File: config.mk
export PLATFORM = sky130hd
export DESIGN_NAME = i2s_transmitter
export DESIGN_NICKNAME = d
export VERILOG_FILES = /design/src/rtl/audio_pkg.sv /design/src/rtl/i2s_tx_shifter.sv /design/src/rtl/i2s_transmitter.sv
export SDC_FILE = /design/constraint.sdc
export NUM_CORES = 1
export LEC_CHECK = 0
export CAP_MARGIN = 20
export CELL_PAD_IN_SITES_DETAIL_PLACEMENT = 0
export CELL_PAD_IN_SITES_GLOBAL_PLACEMENT = 1
export CORE_MARGIN = 5
export CORE_UTILIZATION = 47
export CTS_CLUSTER_DIAMETER = 40
export DETAILED_ROUTE_END_ITERATION = 10
export PLACE_DENSITY_LB_ADDON = 0.1
export REMOVE_ABC_BUFFERS = 1
export SLEW_MARGIN = 5
export SYNTH_ARGS = -nofsm -noshare
export SYNTH_HDL_FRONTEND = slang
export SYNTH_SLANG_ARGS = --single-unit
File: constraint.sdc
create_clock -name bclk -period 1.7 [get_ports bclk]
set_input_delay 0.17 -clock bclk [delete_from_list [all_inputs] [get_ports bclk]]
set_output_delay 0.17 -clock bclk [all_outputs]
set_load 0.03 [all_outputs]
File: src/rtl/audio_pkg.sv
// Shared audio-interface definitions: slot geometry and the transmitter framing states.
package audio_pkg;

    localparam int SLOT_BITS  = 32;
    localparam int SLOT_CNT_W = $clog2(SLOT_BITS);

    typedef enum logic {
        SYNC = 1'b0,
        RUN  = 1'b1
    } tx_state_t;

endpackage

File: src/rtl/i2s_tx_shifter.sv
// Serial word shifter: loads a slot word, presents MSB first, then zero-fills until the next load.
module i2s_tx_shifter #(
    parameter int BITSIZE = 24
) (
    input  logic               bclk,
    input  logic               resetn,
    input  logic               clear,
    input  logic               load,
    input  logic [BITSIZE-1:0] word,
    output logic               sdata
);

    logic [BITSIZE-1:0] shreg;

    // NOTE: sequential state uses non-blocking assignments so every register samples pre-edge values.
    always_ff @(posedge bclk or negedge resetn) begin
        if (!resetn) begin
            shreg <= '0;
            sdata <= 1'b0;
        end else if (clear) begin
            shreg <= '0;
            sdata <= 1'b0;
        end else if (load) begin
            sdata <= word[BITSIZE-1];
            shreg <= {word[BITSIZE-2:0], 1'b0};
        end else begin
            // Zero fill falls out of the left shift once the word is exhausted.
            sdata <= shreg[BITSIZE-1];
            shreg <= {shreg[BITSIZE-2:0], 1'b0};
        end
    end

endmodule

File: src/rtl/i2s_transmitter.sv
// I2S transmitter: follows the codec's lrclk, serialises the active stereo pair and handles
// the upstream sample handshake (request, underrun, framing error).
module i2s_transmitter
    import audio_pkg::*;
#(
    parameter int BITSIZE = 24
) (
    input  logic                      bclk,
    input  logic                      resetn,
    input  logic                      enable,
    input  logic                      lrclk,
    input  logic signed [BITSIZE-1:0] left_in,
    input  logic signed [BITSIZE-1:0] right_in,
    input  logic                      sample_valid,
    output logic                      sdata,
    output logic                      sample_req,
    output logic                      underrun,
    output logic                      frame_err
);

    if (BITSIZE < 16 || BITSIZE > 32) begin : g_bitsize_check
        $error("i2s_transmitter: BITSIZE %0d outside legal range 16..32", BITSIZE);
    end

    localparam logic [SLOT_CNT_W-1:0] CNT_MAX = SLOT_CNT_W'(SLOT_BITS - 1);

    tx_state_t state_q, state_d;

    logic                      lr_q;
    logic                      lr_edge;
    logic                      left_start;
    logic [SLOT_CNT_W-1:0]     bit_cnt;
    logic signed [BITSIZE-1:0] pend_l, pend_r;
    logic signed [BITSIZE-1:0] act_l, act_r;
    logic                      fresh_q;

    logic                      slot_start;
    logic                      take_pair;
    logic                      clear_sh;
    logic                      frame_err_d;
    logic [BITSIZE-1:0]        slot_word;

    assign lr_edge    = (lrclk != lr_q);
    assign left_start = lr_edge && !lrclk;

    always_ff @(posedge bclk or negedge resetn) begin
        if (!resetn) state_q <= SYNC;
        else         state_q <= state_d;
    end

    // NOTE: every always_comb output gets a default first so no path can infer a latch.
    always_comb begin
        state_d     = state_q;
        slot_start  = 1'b0;
        take_pair   = 1'b0;
        clear_sh    = 1'b0;
        frame_err_d = 1'b0;
        case (state_q)
            SYNC: begin
                clear_sh = 1'b1;
                if (left_start) begin
                    state_d    = RUN;
                    slot_start = 1'b1;
                    take_pair  = 1'b1;
                    clear_sh   = 1'b0;
                end
            end
            RUN: begin
                if (lr_edge) begin
                    slot_start  = 1'b1;
                    take_pair   = !lrclk;
                    frame_err_d = (bit_cnt != CNT_MAX);
                end
            end
            default: state_d = SYNC;
        endcase
    end

    // Left word comes from the pair that becomes active at this very edge.
    always_comb begin
        slot_word = '0;
        if (enable) begin
            if (!lrclk) slot_word = fresh_q ? pend_l : act_l;
            else        slot_word = act_r;
        end
    end

    always_ff @(posedge bclk or negedge resetn) begin
        if (!resetn) begin
            lr_q       <= 1'b0;
            bit_cnt    <= '0;
            pend_l     <= '0;
            pend_r     <= '0;
            act_l      <= '0;
            act_r      <= '0;
            fresh_q    <= 1'b0;
            sample_req <= 1'b0;
            underrun   <= 1'b0;
            frame_err  <= 1'b0;
        end else begin
            lr_q <= lrclk;

            if (slot_start || state_q == SYNC) bit_cnt <= '0;
            else if (bit_cnt != CNT_MAX)       bit_cnt <= bit_cnt + SLOT_CNT_W'(1);

            // A coincident strobe still wins the flag; the frame uses the prior pending pair.
            if (sample_valid) begin
                pend_l  <= left_in;
                pend_r  <= right_in;
                fresh_q <= 1'b1;
            end else if (take_pair) begin
                fresh_q <= 1'b0;
            end

            if (take_pair && fresh_q) begin
                act_l <= pend_l;
                act_r <= pend_r;
            end

            sample_req <= take_pair;
            underrun   <= take_pair && !fresh_q;
            frame_err  <= frame_err_d;
        end
    end

    i2s_tx_shifter #(
        .BITSIZE(BITSIZE)
    ) u_shifter (
        .bclk  (bclk),
        .resetn(resetn),
        .clear (clear_sh),
        .load  (slot_start),
        .word  (slot_word),
        .sdata (sdata)
    );

endmodule

==> results.md <==
* Outcome: completed
* Deepest clock path buffer count at 2
* Synth Cell Area at ~0.0055 mm^2
* IO Pins at 57
* Share of cells above drive strength 1 at between 30% and 40%
* N_diodes at 0
* Worst path depth at 1
* Ys Warns at 0
* Drt wl/cell at between 15 and 20 um
* Post-synthesis register bit count at between 100 and 150
* Clock Root Buffer: clkbuf_16
* Worst path max stage delay at 0.67 ns
* Post-layout min period at between 1.5 and 2 ns
* Die H at around 120 um
* CP Data Arrival Time at roughly 1.4 ns
* Syn Inst Count at 374
* FF-to-FF Start: bit_cnt[0]
* Post-DP HPWL at between 6000 and 7000 um
* Power, Total at about 8.8 mW
* Worst endpoint required time at 1.53 ns
* Tot GR Track Use at around 16%
* HP Class: in -> async
* Combinational share of power at 13.4%
* Pwr Density at ~1300 mW/mm^2
* TritonRoute pass-1 iters at 4
* Launch point of the worst path: u_shifter.sdata
* Vias in the first global route at 3484
* Detail Route Antenna Nets at 0
* Clock tree sinks at approximately 130
* Initial antenna violation count at 0
* Startpoint Class: flop
* Synthesized area per cell at between 10 and 15 um^2
* Leakage at 3.18 nW
* Ys flop type: dfrtp_1
* CP Capture Type: output port
* Clock Skew at roughly 0.0044 ns
* Worst reg2reg setup slack at between 0.15 and 0.2 ns
* Flop pwr share at a little over two fifths
* Achievable Freq at roughly 0.64 GHz
* Max-cap violations at 0
* Clock network power share at 42.7%
* Clk slew on worst S/H paths at around 0.05 ns
* Row cnt at 39
* Post-synthesis sequential area ratio at 59.6%
* Final nets at 501
* First-pass GRT wire length at approximately 17000 um
* Cells after DPL at approximately 570
* Largest net degree at the start of global routing at 50
* Final setup vio count at 0
* Core footprint at 0.0114 mm^2
* Slew headroom at between 60 and 70%
* Switch share at around 21%
* Final cell count without fillers at ~600
* Post-synth EDFFs at 0
* Routability cong. at between 0.7 and 0.8
* R2R cell count at 6
* Switch Pwr at 1.90 mW
* DR vias at roughly 3100
* Total gr overflow at 0
* CP delay by family, top: buffers and inverters
* Area grow syn2layout at 26.2%
* RSZ-0062 raised after global routing: no
* Tcrit/Tclk final at about 92%
* Resized Gates After CTS at 0
* Initial Util at around 48%
* Die Wd at ~120 um
* Total CTS buffers at 17
* IO buf count at 56
* CP endpoint: sdata
* CP max stage cell: clkdlybuf4s50_1
* Aggregate routed wire length at 9870 um
* Detail-routed via count per cell at between 5 and 6
* Unique masters post-synth at 28
* Async set-or-reset flop fraction in the synthesized netlist at 100%
* Final hold vios at 0
* R2R Path End: bit_cnt[3]
* Worst skew pair latency at 0.41 ns
* CP Class: reg -> out
* CTS tree: done
* Die area at ~0.014 mm^2
* Worst vdd ir at about 1.6 mV
* Crit-path cells: clkdlybuf4s50_1
* DRT iter0 DRCs at a little over 200
* H-tree Lvls at 4
* Power Internal at about 7 mW
* Worst path bufs/invs at 1
* Max-slew violations at 0
* Actual slew at the worst max-slew pin at ~0.54 ns
* Crit Path Max Fanout at 1
* Residual DRC count at 0
[area by class of cell]
| class | count | area, um^2 |
|---|---|---|
| Clock buffer | 27 | 533 |
| Clock inverter | 3 | 90.1 |
| Fill cell | 929 | 4480 |
| Inverter | 2 | 7.51 |
| Multi-Input combinational cell | 217 | 2060 |
| Sequential cell | 131 | 3280 |
| Tap cell | 143 | 179 |
| Timing Repair Buffer | 76 | 793 |
[worst register-to-register path, cell delays in order (launching register included)]
cell and delay, ns:
dfrtp_1 0.40, ha_1 0.21, and3_1 0.19, ha_1 0.21
nand4b_1 0.20, xor2_1 0.15, nor2_1 0.05
[placed cells by master (no fill, tap or decap), drive strengths merged]
cell           count
clkdlybuf4s50     54
nor2               7
xor2               2
nand4b             1
buf               21
mux2i             26
or2                1
clkinv             1
dlygate4sd3        1
and2               1
nand2b            25
xnor2              1
nor2b              1
dfrtp            131
o211a              1
bufinv             3
ha                 3
clkbuf            27
nand2             26
a32o              23
inv                1
a21o               1
mux2              96
a21boi             1
and3               1
[sequential cells by signal, indices dropped and copies added, names as in the netlist]
name             flops
pend_r              24
act_r               24
u_shifter.shreg     23
bit_cnt              5
fresh_q              1
state_q              1
lr_q                 1
act_l               24
frame_err            1
sample_req           1
underrun             1
u_shifter.sdata      1
pend_l              24
[synthesized netlist by cell type, types with 2 or more instances]
master	count	area share [%]
dfrtp_1	131	60
mux2_2	76	16
mux2i_1	26	4.7
nand2_1	25	1.7
nand2b_1	25	2.8
a32o_1	23	4.2
mux2_4	20	5.5
buf_2	10	0.91
nor2_1	7	0.48
buf_6	6	1.2
clkbuf_1	4	0.27
ha_1	3	0.68
buf_4	2	0.27
xor2_1	2	0.32
[routing by layer]
layer  up-vias  GRT usage (%)  part of all wire, %
li1       1473              -                    -
met1      1594           20.7                   47
met2        54           23.7                   48
met3         5           5.73                  3.8
met4         0           4.95                 0.74
met5         -              0                    0
[how the worst min path moves through the flow]
stage / start / endpoint / slack (ns)
2_1_floorplan: resetn / act_l[0] / -0.13
3_3_place_gp: resetn / pend_l[7] / 0.19
3_5_place_dp: resetn / bit_cnt[2] / 0.19
4_1_cts: resetn / bit_cnt[2] / 0.30
5_1_grt: sample_valid / fresh_q / 0.33
6_report: resetn / bit_cnt[0] / 0.29
[cell families after synthesis]
family	share of synthesized area (%)
XOR/XNOR	0.478
flip-flops	59.6
AO/OA/AOI/OAI	4.71
buffers and inverters	2.98
multiplexers	25.8
AND/OR/NAND/NOR	5.76
adder cells (fa/ha/maj)	0.683
[power by group through the flow]
stage | registers, mW | clock network, mW | logic, mW
2_1_floorplan | 3.86 | 0 | 0.768
3_3_place_gp | 3.91 | 0 | 1.17
3_5_place_dp | 3.92 | 0 | 1.20
4_1_cts | 3.88 | 3.86 | 1.21
5_1_grt | 3.94 | 3.99 | 1.30
6_report | 3.87 | 3.78 | 1.18
[per-stage QoR]
step	utilization (%)	hold WS [ns]	TNS, ns	setup slack [ns]	cell area, um^2
final	60.7	0.293	0	0.134	6940
after floorplan	-	-0.126	-49.51	-0.865	5340
after global placement	55.2	0.191	-14.99	-0.239	6300
after CTS	60.7	0.296	0	0.0978	6940
after detailed placement	55.2	0.193	-16.79	-0.265	6300
after global routing	60.7	0.329	0	0.0694	6940
[repair_timing]
item | 4_1_cts | 5_1_grt
hold buffers | 1 | 0
hold endpoints to repair | 32 | 0
setup buffers | 0 | 0
Note: power is estimated with default switching activity, not from simulation.
